$ cat config.mk
export PLATFORM = sky130hd
export DESIGN_NAME = alu_cmd_sequencer
export DESIGN_NICKNAME = d
export VERILOG_FILES = /design/src/rtl/alu_cmd_sequencer.sv
export SDC_FILE = /design/constraint.sdc
export NUM_CORES = 1
export LEC_CHECK = 0
export CORE_MARGIN = 10
export CORE_UTILIZATION = 46
export CTS_CLUSTER_DIAMETER = 40
export DETAILED_ROUTE_END_ITERATION = 16
export PLACE_DENSITY = 0.8
export SETUP_SLACK_MARGIN = 0.5
export SLEW_MARGIN = 25
export SYNTH_ARGS = -nofsm -noshare
export SYNTH_HDL_FRONTEND = slang
export SYNTH_SLANG_ARGS = --single-unit
$ cat constraint.sdc
create_clock -name i_CLK -period 1.7 [get_ports i_CLK]
set_input_delay 0.255 -clock i_CLK [delete_from_list [all_inputs] [get_ports i_CLK]]
set_output_delay 0.255 -clock i_CLK [all_outputs]
set_load 0.01 [all_outputs]
$ cat src/rtl/alu_cmd_sequencer.sv
// Byte-stream command sequencer: parses ALU command frames from RX, runs the ALU,
// and returns the double-width result to TX as two bytes, low byte first.
module alu_cmd_sequencer #(
   parameter int          DATA_WIDTH    = 8,
   parameter int          ALU_FUN_WIDTH = 4,
   parameter logic [7:0]  OP_ALU_FULL   = 8'hCC,
   parameter logic [7:0]  OP_ALU_REUSE  = 8'hDD,
   parameter int          WAIT_TIMEOUT  = 4
) (
   input  logic                      i_CLK,
   input  logic                      i_RST,
   input  logic [DATA_WIDTH-1:0]     i_RX_DATA,
   input  logic                      i_RX_VALID,
   output logic [DATA_WIDTH-1:0]     o_ALU_A,
   output logic [DATA_WIDTH-1:0]     o_ALU_B,
   output logic [ALU_FUN_WIDTH-1:0]  o_ALU_FUN,
   output logic                      o_ALU_EN,
   input  logic [2*DATA_WIDTH-1:0]   i_ALU_OUT,
   input  logic                      i_ALU_VALID,
   output logic [DATA_WIDTH-1:0]     o_TX_DATA,
   output logic                      o_TX_VALID,
   input  logic                      i_TX_READY,
   output logic                      o_BUSY,
   output logic                      o_DROP,
   output logic                      o_ERR
);

   localparam logic [2:0] S_IDLE    = 3'd0;
   localparam logic [2:0] S_GET_A   = 3'd1;
   localparam logic [2:0] S_GET_B   = 3'd2;
   localparam logic [2:0] S_GET_FUN = 3'd3;
   localparam logic [2:0] S_EXEC    = 3'd4;
   localparam logic [2:0] S_WAIT    = 3'd5;
   localparam logic [2:0] S_SEND_LO = 3'd6;
   localparam logic [2:0] S_SEND_HI = 3'd7;

   localparam int CNT_W = $clog2(WAIT_TIMEOUT + 1);

   logic [2:0]               state_q, state_d;
   logic [DATA_WIDTH-1:0]    alu_a_q, alu_a_d;
   logic [DATA_WIDTH-1:0]    alu_b_q, alu_b_d;
   logic [ALU_FUN_WIDTH-1:0] alu_fun_q, alu_fun_d;
   logic [2*DATA_WIDTH-1:0]  result_q, result_d;
   logic [CNT_W-1:0]         cnt_q, cnt_d;
   logic [CNT_W-1:0]         cnt_inc;
   logic                     tx_valid_q, tx_valid_d;
   logic                     drop;
   logic                     err;

   assign cnt_inc = cnt_q + CNT_W'(1);

   always_comb begin
      state_d    = state_q;
      alu_a_d    = alu_a_q;
      alu_b_d    = alu_b_q;
      alu_fun_d  = alu_fun_q;
      result_d   = result_q;
      cnt_d      = cnt_q;
      tx_valid_d = tx_valid_q;
      drop       = 1'b0;
      err        = 1'b0;
      case (state_q)
         S_IDLE: begin
            if (i_RX_VALID) begin
               if (i_RX_DATA == OP_ALU_FULL)       state_d = S_GET_A;
               else if (i_RX_DATA == OP_ALU_REUSE) state_d = S_GET_FUN;
               else                                drop    = 1'b1;
            end
         end
         S_GET_A: begin
            if (i_RX_VALID) begin
               alu_a_d = i_RX_DATA;
               state_d = S_GET_B;
            end
         end
         S_GET_B: begin
            if (i_RX_VALID) begin
               alu_b_d = i_RX_DATA;
               state_d = S_GET_FUN;
            end
         end
         S_GET_FUN: begin
            if (i_RX_VALID) begin
               alu_fun_d = i_RX_DATA[ALU_FUN_WIDTH-1:0];
               state_d   = S_EXEC;
            end
         end
         S_EXEC: begin
            drop    = i_RX_VALID;
            cnt_d   = '0;
            state_d = S_WAIT;
         end
         S_WAIT: begin
            drop = i_RX_VALID;
            // A valid arriving on the timeout cycle still wins over the error
            if (i_ALU_VALID) begin
               result_d   = i_ALU_OUT;
               tx_valid_d = 1'b1;
               state_d    = S_SEND_LO;
            end else begin
               cnt_d = cnt_inc;
               if (cnt_inc == CNT_W'(WAIT_TIMEOUT)) begin
                  err     = 1'b1;
                  state_d = S_IDLE;
               end
            end
         end
         S_SEND_LO: begin
            drop = i_RX_VALID;
            if (i_TX_READY) state_d = S_SEND_HI;
         end
         S_SEND_HI: begin
            drop = i_RX_VALID;
            if (i_TX_READY) begin
               tx_valid_d = 1'b0;
               state_d    = S_IDLE;
            end
         end
         default: state_d = S_IDLE;
      endcase
   end

   always_ff @(posedge i_CLK) begin
      if (i_RST) begin
         state_q    <= S_IDLE;
         alu_a_q    <= '0;
         alu_b_q    <= '0;
         alu_fun_q  <= '0;
         result_q   <= '0;
         cnt_q      <= '0;
         tx_valid_q <= 1'b0;
      end else begin
         state_q    <= state_d;
         alu_a_q    <= alu_a_d;
         alu_b_q    <= alu_b_d;
         alu_fun_q  <= alu_fun_d;
         result_q   <= result_d;
         cnt_q      <= cnt_d;
         tx_valid_q <= tx_valid_d;
      end
   end

   // TX byte is a pure function of registered state, so it cannot move while stalled
   always_comb begin
      o_TX_DATA = '0;
      if (state_q == S_SEND_LO)      o_TX_DATA = result_q[DATA_WIDTH-1:0];
      else if (state_q == S_SEND_HI) o_TX_DATA = result_q[2*DATA_WIDTH-1:DATA_WIDTH];
   end

   assign o_ALU_A    = alu_a_q;
   assign o_ALU_B    = alu_b_q;
   assign o_ALU_FUN  = alu_fun_q;
   assign o_ALU_EN   = (state_q == S_EXEC);
   assign o_TX_VALID = tx_valid_q;
   assign o_BUSY     = (state_q != S_IDLE);
   assign o_DROP     = drop;
   assign o_ERR      = err;

endmodule

## Word-level counts from Yosys, hierarchy flattened

Cells that the tools add are included.

| word-level totals | value |
|---|---|
| bits in registers | 43 |
| latch bits | 0 |
| bits in writable memories | 0 |
| memory bits (read-only) | 0 |
| input bits | 29 |
| logic and storage cells | 65 |
| memories kept | 0 |

| cells by class | value |
|---|---|
| add/subtract/negate cells | 1 |
| $mul | 0 |
| div/mod/pow operators | 0 |
| order comparisons | 0 |
| equality and inequality tests | 20 |
| shifts and indexed selects | 0 |
| multiplexer cells | 25 |
| bitwise operators | 0 |
| reduce and logical (&&, ||, !) cells | 12 |

Operators with widths:

| cell | count |
|---|---|
| $mux 3 | 11 |
| $pmux 3 s8 | 1 |
| $eq 8x8->1 const B | 2 |
| $mux 8 | 2 |
| $ne 2x2->1 const B | 8 |
| $eq 3x3->1 const B | 5 |
| $reduce_and 2->1 | 5 |
| $mux 1 | 8 |
| $reduce_and 8->1 | 1 |
| $eq 3x2->1 const B | 2 |
| $ne 3x3->1 const B | 2 |
| $pmux 3 s2 | 1 |
| $pmux 1 s2 | 2 |
| $reduce_bool 2->1 | 2 |
| $reduce_or 4->1 | 1 |
| $add 3x1->3 const B | 1 |
| $eq 3x1->1 const B | 1 |
| $logic_not 3->1 | 1 |
| $reduce_and 3->1 | 1 |
| $reduce_bool 3->1 | 1 |

## Logic depth before layout (Yosys ltp)

Gate-level depths: netlist (run 1).

| logic depth | value |
|---|---|
| depth in word-level cells | 5 |
| mapped depth | 7 |
| gate-level depth less buffers | 5 |

## Least setup slack after synthesis (run 1)

Ideal clock, no wire load.

| timing | value |
|---|---|
| path type | flip-flop to output port |
| start point | register state_q[0] |
| end point | output port o_TX_DATA[0] |
| data arrival time | 1.222 ns |
| data required time | 1.445 ns |
| path slack | 0.223 ns |
| cell stages (with the launch flop) | 5 |
| path buffers | 2 |
| path through | dfxtp_1 clkbuf_1 buf_2 mux2i_1 nor2_1 |

| on the way | value |
|---|---|
| cells in the longest elaborated chain, start to end | 3 |

RTL lines:

| item | line | RTL |
|---|---|---|
| from (decl) | 39 | `logic [2:0] state_q, state_d;` |
| from (signal assigned) | 133 | `state_q <= state_d;` |
| $eq 3x3->1 | 147 | `else if (state_q == S_SEND_HI) o_TX_DATA = result_q[2*DATA_WIDTH-1:DATA_WIDTH];` |
| $mux 8 | 147 |  |
| $mux 8 * | 146 | `if (state_q == S_SEND_LO) o_TX_DATA = result_q[DATA_WIDTH-1:0];` |
| to (decl) | 20 | `output logic [DATA_WIDTH-1:0] o_TX_DATA,` |

Every way passes the cells marked *; elsewhere a longest branch is shown, timed or not.

## Worst setup path in the final report (run 1)

| timing | value |
|---|---|
| start point | register state_q[0] |
| end point | register alu_b_q[7] (netlist: o_ALU_B[7]) |

| on the way | value |
|---|---|
| cells in the longest elaborated chain, start to end | 2 |

RTL lines:

| item | line | RTL |
|---|---|---|
| $eq 3x2->1 | 62 | `case (state_q)` |
| $reduce_and 2->1 (no line) | n/a |  |
| to (signal assigned) | 135 | `alu_b_q <= alu_b_d;` |
| to (decl) | 41 | `logic [DATA_WIDTH-1:0] alu_b_q, alu_b_d;` |

Every way passes these cells.
A chain may end at the register's enable or synchronous reset.

==> summary.md, run 1 <==
| Metric | Value |
|---|---|
| Status | `finished, final reports clean` |
| Peak Freq | `622.9 MHz` |
| PortBufs | `61` |
| Root Driver | `clkbuf_8` |
| Clock insertion delay at the later pin of the skew report | `between 200 and 300 ps` |
| Routed vias/inst | `5.545` |
| Worst setup EP type | `flop` |
| Reg2reg setup slack | `90 ps` |
| Diode count | `0` |
| WS Path Type | `reg2reg` |
| Global-route wire length before repair | `10610 um` |
| Crit-path max cell delay | `370 ps` |
| Row cnt | `23` |
| Clock transition at the registers of the reported paths | `80 ps` |
| Pin count of the biggest net entering global routing | `22` |
| Max-cap violations | `0` |
| Final Max Tran Viols | `0` |
| Hold path start | `i_RX_DATA[5]` |
| LEAKAGE | `1.381 nW` |
| Die area | `7231 um^2` |
| Die Y | `85.04 um` |
| Period utilisation layout | `0.9444` |
| CP Cell Sequence | `buf_8, nand2b_4, nor3b_4, buf_6, mux2i_1, nor2_1` |
| DRT Pass-1 Iters | `4` |
| H-tree levels | `2` |
| Placer Congestion | `0.7788` |
| Worst R2R End | `o_ALU_B[7]` |
| Critical Path AT | `1770 ps` |
| Avg Synthesized Cell Area | `~8.4 um^2` |
| Req. time, crit path | `1870 ps` |
| Die W | `roughly 85 um` |
| Number of global-route vias before repair | `about 2100` |
| Crit-path slowest cell | `dfxtp_4` |
| Cts bufs inserted | `5` |
| Cells after synthesis | `about 230` |
| Starting density of the core | `0.4795` |
| Combinational fraction of design power | `0.241` |
| Routed wire length | `7529 um` |
| DRC viols | `0` |
| Hold path depth | `3` |
| Psw | `0.6474 mW` |
| CTS tree | `yes` |
| Critical Path Fanout Max | `6` |
| Synthesized flop and latch total | `43` |
| Area growth from synthesis to layout | `74.02%` |
| FF/Latch Area | `877.1 um^2` |
| Post-synth net total | `263` |
| Top Ports | `62` |
| Initial antenna violation count | `0` |
| Cells after DPL | `358` |
| Worst slew margin | `0.6372` |
| Sequential share of the synthesized area | `0.4424` |
| Worst Max-Slew Pin Slew | `537.4 ps` |
| Startpoint Class | `flop` |
| Hold Path Sink | `o_ALU_B[5]` |
| Nets | `371` |
| RSZ-0062 raised after global routing | `true` |
| Power Density | `between 700 and 800 nW/um^2` |
| Antenna Nets Post-Route | `0` |
| Dpl hpwl | `4183 um` |
| Peak VDD IR | `0.5494 mV` |
| Clock buffer depth | `2` |
| Initial DRC count | `156` |
| Clk pwr share | `0.353` |
| Num Clock Sinks | `43` |
| Reg power frac | `0.406` |
| Reg-to-Reg Start | `state_q[0]` |
| Core box area | `just over 4000 um^2` |
| Share of cells above drive strength 1 | `0.3695` |
| Worst clock skew | `about 2.6 ps` |
| Post-synth cell types | `34` |
| Tightest Hold Check Type | `in2reg` |
| Fill cells | `between 200 and 250` |
| Via count | `2168` |
| Multi-input gate area | `around 1300 um^2` |
| Synth warn | `0` |
| Global route overflow | `0` |
| Register-to-Register Path Depth | `6` |
| Fin. Hold Viols | `0` |
| Fin cells | `between 300 and 400` |
| Sw Share | `0.2466` |
| Wirelength per Cell | `19.26 um` |
| Final count of negative-setup-slack endpoints | `0` |
| Tot GR Track Use | `0.1777` |
| Post-synth design cell area | `1946 um^2` |
| Tmin final | `between 1500 and 2000 ps` |
| Hold Slack | `approximately 210 ps` |
| Int Power | `1.977 mW` |
cells in the mapped netlist:
library cell,instances,share of area
nor2b_1,1,0.0032
a211o_1,1,0.0045
buf_2,7,0.018
nor4_1,1,0.0032
nand2_1,38,0.073
o21ai_0,4,0.010
o22ai_1,3,0.0096
clkbuf_1,9,0.017
nor3_1,1,0.0026
and3_1,1,0.0032
o21a_1,1,0.0039
o311ai_0,2,0.0090
a31o_2,1,0.0045
o31a_2,1,0.0051
nand2b_1,4,0.013
inv_1,5,0.0096
a22oi_1,1,0.0039
a21oi_1,22,0.057
nand4b_1,1,0.0045
o211ai_1,1,0.0039
dfxtp_1,43,0.44
or2_2,1,0.0032
a21boi_0,2,0.0077
o31ai_1,1,0.0039
nand4bb_1,2,0.012
xor2_1,2,0.0090
nor4bb_1,1,0.0051
nor2_1,37,0.071
nand3_1,3,0.0077
or3_4,1,0.0058
mux2i_1,28,0.14
nor3b_1,3,0.012
ha_1,2,0.013
o31a_1,1,0.0045
layout by cell type (no fill, tap or decap), types with 2 or more instances in the layout:
cell type	n
ha_4	2
clkdlybuf4s50_1	18
dfxtp_4	4
a21oi_2	6
a21oi_1	15
a21boi_0	2
clkbuf_8	5
bufinv_16	2
inv_1	5
nand2_1	37
dlygate4sd2_1	14
nand2b_4	2
mux2i_1	23
buf_4	37
nor3b_4	2
dfxtp_1	38
buf_2	13
mux2i_2	4
nand2b_1	2
clkbuf_2	3
nor2_4	2
nor2_2	3
nor2_1	32
o21ai_0	2
o22ai_1	2
nand3_1	2
clkdlybuf4s15_1	10
buf_6	19
critical path: cells and delay by family (launching register included):
family	cells	cell delay [ps]
buf+inv	2	320
flops	1	370
mux	1	260
simple gates	3	530
logic make-up (layout without fill, tap and decap cells):
| kind of cell | Yosys count | count (layout) | synth area share |
|---|---|---|---|
| AO/OA/AOI/OAI | 41 | 41 | 0.1273 |
| XOR/XNOR | 2 | 2 | 0.009005 |
| adder cells (fa/ha/maj) | 2 | 2 | 0.01286 |
| buffers and inverters | 21 | 130 | 0.04501 |
| flip-flops | 43 | 43 | 0.4424 |
| multiplexers | 28 | 28 | 0.1441 |
| AND/OR/NAND/NOR | 95 | 95 | 0.2193 |
stage by stage:
stage	utilization	cell area (um^2)	setup slack (ps)	TNS, ps	total power [mW]
after floorplan	-	2066	333.6	0	1.312
after global placement	0.7037	2855	-445.5	-1784	1.515
after detailed placement	0.7037	2855	-474.2	-1994	1.522
after CTS	0.7786	3159	133.3	0	2.474
after global routing	0.8344	3386	55.84	0	2.715
final	0.8344	3386	94.51	0	2.625
per-layer routing:
metal | vias to the layer above | global-route usage | part of all wire
met5 | - | 0 | 0
met2 | 79 | 0.3317 | 0.54
met4 | 0 | 0.05389 | 0.020
met1 | 1075 | 0.1913 | 0.39
met3 | 18 | 0.04111 | 0.054
li1 | 996 | - | -
flip-flops by register name (all words and copies together) (netlist names):
name,flops
o_ALU_FUN,4
cnt_q,3
o_TX_VALID,1
state_q,3
o_ALU_A,8
o_ALU_B,8
result_q,16
cell type report:
class                      instances  area share
sequential                        43      0.2591
inverter                           5    0.005543
tap                               50     0.01848
timing repair buffer             117      0.3056
multi-input combinational        168      0.3721
clock buffer                       6     0.02143
clock inverter                     2     0.01774
how the worst max path moves through the flow:
| stage | endpoint | cells past startpoint | start | slack [ps] |
|---|---|---|---|---|
| global placement | o_DROP | 5 | i_RX_DATA[5] | -450 |
| CTS | o_DROP | 5 | i_RX_DATA[4] | 130 |
| finish | o_ALU_B[7] | 6 | state_q[0] | 90 |
| global route | o_ALU_B[7] | 6 | state_q[0] | 60 |
| floorplan | state_q[0] | 4 | i_RX_DATA[5] | 330 |
| detailed placement | o_DROP | 5 | i_RX_DATA[5] | -470 |
power by group through the flow:
stage | clock network, mW | logic, mW | registers (mW)
after detailed placement | 0 | 0.440 | 1.08
after floorplan | 0 | 0.227 | 1.09
after CTS | 0.932 | 0.483 | 1.06
final | 0.926 | 0.634 | 1.07
after global placement | 0 | 0.433 | 1.08
after global routing | 0.984 | 0.662 | 1.07
what timing repair did:
item | CTS | global route
endpoints found under the hold margin | 0 | 0
setup endpoints to repair | 75 | 66
buffers inserted | 16 | 8
gates resized for setup | 124 | 54
hold buffers | 0 | 0
pin swaps | 14 | 18
cloned | 1 | 0
Note: power is estimated with default switching activity, not from simulation.
==> inputs of run 2 (changes only) <==
--- a/config.mk
+++ b/config.mk
@@ -15,3 +15,4 @@
 export SYNTH_ARGS = -nofsm -noshare
 export SYNTH_HDL_FRONTEND = slang
 export SYNTH_SLANG_ARGS = --single-unit
+export TNS_END_PERCENT = 20
==> run 2 against run 1 <==
Against the previous run:
- combinational power decreased by 9.1%
- clock skew increased by 5.9 ps
- non-clock buffer count decreased by 10
==> summary.md, run 2 (synthesis results as in run 1) <==
| Metric | Value |
|---|---|
| LEAKAGE | `roughly 1.3 nW` |
| Global-route wire length before repair | `approximately 10000 um` |
| Routed wire length | `6649 um` |
| Most common cell after layout, fill and taps aside | `clkdlybuf4s50_1` |
| Tightest Hold Check Type | `in2reg` |
| Global route overflow | `0` |
| Combinational fraction of design power | `0.251` |
| Number of global-route vias before repair | `2070` |
| Die area | `7231 um^2` |
| Fin. Hold Viols | `0` |
| Peak VDD IR | `0.6288 mV` |
| Dpl hpwl | `4285 um` |
| Hold Slack | `342.5 ps` |
| Final count of negative-setup-slack endpoints | `0` |
| Worst setup EP type | `output pin` |
| CTS tree | `yes` |
| Reg power frac | `0.464` |
| Initial DRC count | `234` |
| Cts bufs inserted | `5` |
| Peak Freq | `634.8 MHz` |
| Area growth from synthesis to layout | `64.69%` |
| Max-cap violations | `0` |
| Psw | `between 0.6 and 0.7 mW` |
| Die W | `85.04 um` |
| Tot GR Track Use | `0.1668` |
| Nets | `361` |
| Tmin final | `1575 ps` |
| WS Path Type | `reg2out` |
| Clock insertion delay at the later pin of the skew report | `310 ps` |
| DRC viols | `0` |
| H-tree levels | `2` |
| Routed vias/inst | `5.420` |
| Core box area | `about 4100 um^2` |
| Wirelength per Cell | `17.45 um` |
| Root Driver | `clkbuf_8` |
| Int Power | `1.649 mW` |
| Power Density | `716.9 nW/um^2` |
| Initial antenna violation count | `0` |
| Critical Path Fanout Max | `7` |
| PortBufs | `61` |
| Worst Max-Slew Pin Slew | `400.6 ps` |
| Startpoint Class | `flop` |
| Reg with most FFs | `result_q` |
| Die Y | `85.04 um` |
| Antenna Nets Post-Route | `0` |
| Period utilisation layout | `0.9266` |
| Top Ports | `62` |
| Critical Path AT | `around 1300 ps` |
| Via count | `2065` |
| Worst clock skew | `8.585 ps` |
| Total Power | `2.297 mW` |
| Final Max Tran Viols | `0` |
| Worst slew margin | `0.7295` |
| Diode count | `0` |
| Row cnt | `23` |
| DRT Pass-1 Iters | `4` |
| RSZ-0062 raised after global routing | `true` |
| Most frequent cells in the layout | `clkdlybuf4s50_1, dfxtp_1, nor2_1, buf_4, nand2_1` |
| Clock buffer depth | `2` |
| Sw Share | `0.2822` |
| Share of cells above drive strength 1 | `0.2931` |
| Max FFs per register | `16` |
| Placer Congestion | `0.8084` |
| Setup TNS | `0 ps` |
| Status | `finished, final reports clean` |
| Clk pwr share | `0.285` |
| # hold bufs at CTS | `0` |
| Pin count of the biggest net entering global routing | `29` |
| Pre-CTS setup slack | `-505.5 ps` |
| Starting density of the core | `0.4795` |
| Req. time, crit path | `1440 ps` |
| Num Clock Sinks | `43` |
| Clock transition at the registers of the reported paths | `80 ps` |
| Final worst slack | `124.8 ps` |
| Hold path depth | `3` |
| Reg2reg setup slack | `150 ps` |
| Register-to-Register Path Depth | `6` |
[run 2: cell type report]
cell class	instances	area, um^2
multi-input combinational	168	1190
timing repair buffer	107	968.4
sequential	43	879.6
fill	252	853.3
clock buffer	6	72.57
tap	50	62.56
inverter	5	18.77
clock inverter	2	12.51
[run 2: worst paths after layout]
path / from / to
worst min register to register: result_q[11] / result_q[11]
worst max-delay path: state_q[0] / o_DROP
worst min-delay path: i_RX_DATA[5] / o_ALU_A[5]
worst max register to register: cnt_q[0] / state_q[0]
[run 2: critical path, stage by stage, from the launching register on]
cell,delay [ps]
dfxtp_4,420
buf_6,150
nor2_4,40
o31a_2,100
o21a_1,160
buf_2,140
[run 2: per-stage QoR]
step	cells	instance area, um^2	utilization
after floorplan	232	2008	-
after global placement	360	2863	0.7055
after detailed placement	360	2863	0.7055
after CTS	376	3039	0.7490
after global routing	381	3204	0.7897
final	381	3204	0.7897
[run 2: per-layer routing]
metal,share of wire,GRT usage,vias up,routed length (um)
li1,-,-,977,-
met1,0.39,0.1700,992,2573
met2,0.52,0.3065,79,3480
met3,0.063,0.04876,17,418
met4,0.026,0.07186,0,176
met5,0,0,-,0
[run 2: power by group through the flow]
stage          clock [mW]  sequential [mW]  combinational, mW
4_1_cts             0.642             1.06              0.513
5_1_grt             0.704             1.07              0.608
6_report            0.654             1.07              0.576
2_1_floorplan           0             1.08              0.199
3_5_place_dp            0             1.09              0.443
3_3_place_gp            0             1.09              0.435
[run 2: timing repair]
| item | in CTS | in global routing |
|---|---|---|
| gates resized for setup | 85 | 22 |
| pin swaps | 9 | 9 |
| cloned | 0 | 1 |
| setup buffers | 8 | 4 |
| endpoints found under the setup margin | 76 | 76 |
==> inputs of run 3 (changes only) <==
--- a/config.mk
+++ b/config.mk
@@ -7,8 +7,9 @@
 export LEC_CHECK = 0
 export CORE_MARGIN = 10
 export CORE_UTILIZATION = 46
-export CTS_CLUSTER_DIAMETER = 40
+export CTS_CLUSTER_DIAMETER = 200
 export DETAILED_ROUTE_END_ITERATION = 16
+export HOLD_SLACK_MARGIN = 0.08
 export PLACE_DENSITY = 0.8
 export SETUP_SLACK_MARGIN = 0.5
 export SLEW_MARGIN = 25
==> results of run 3 <==
No change in the layout: final DEF, timing and power equal those of run 2.
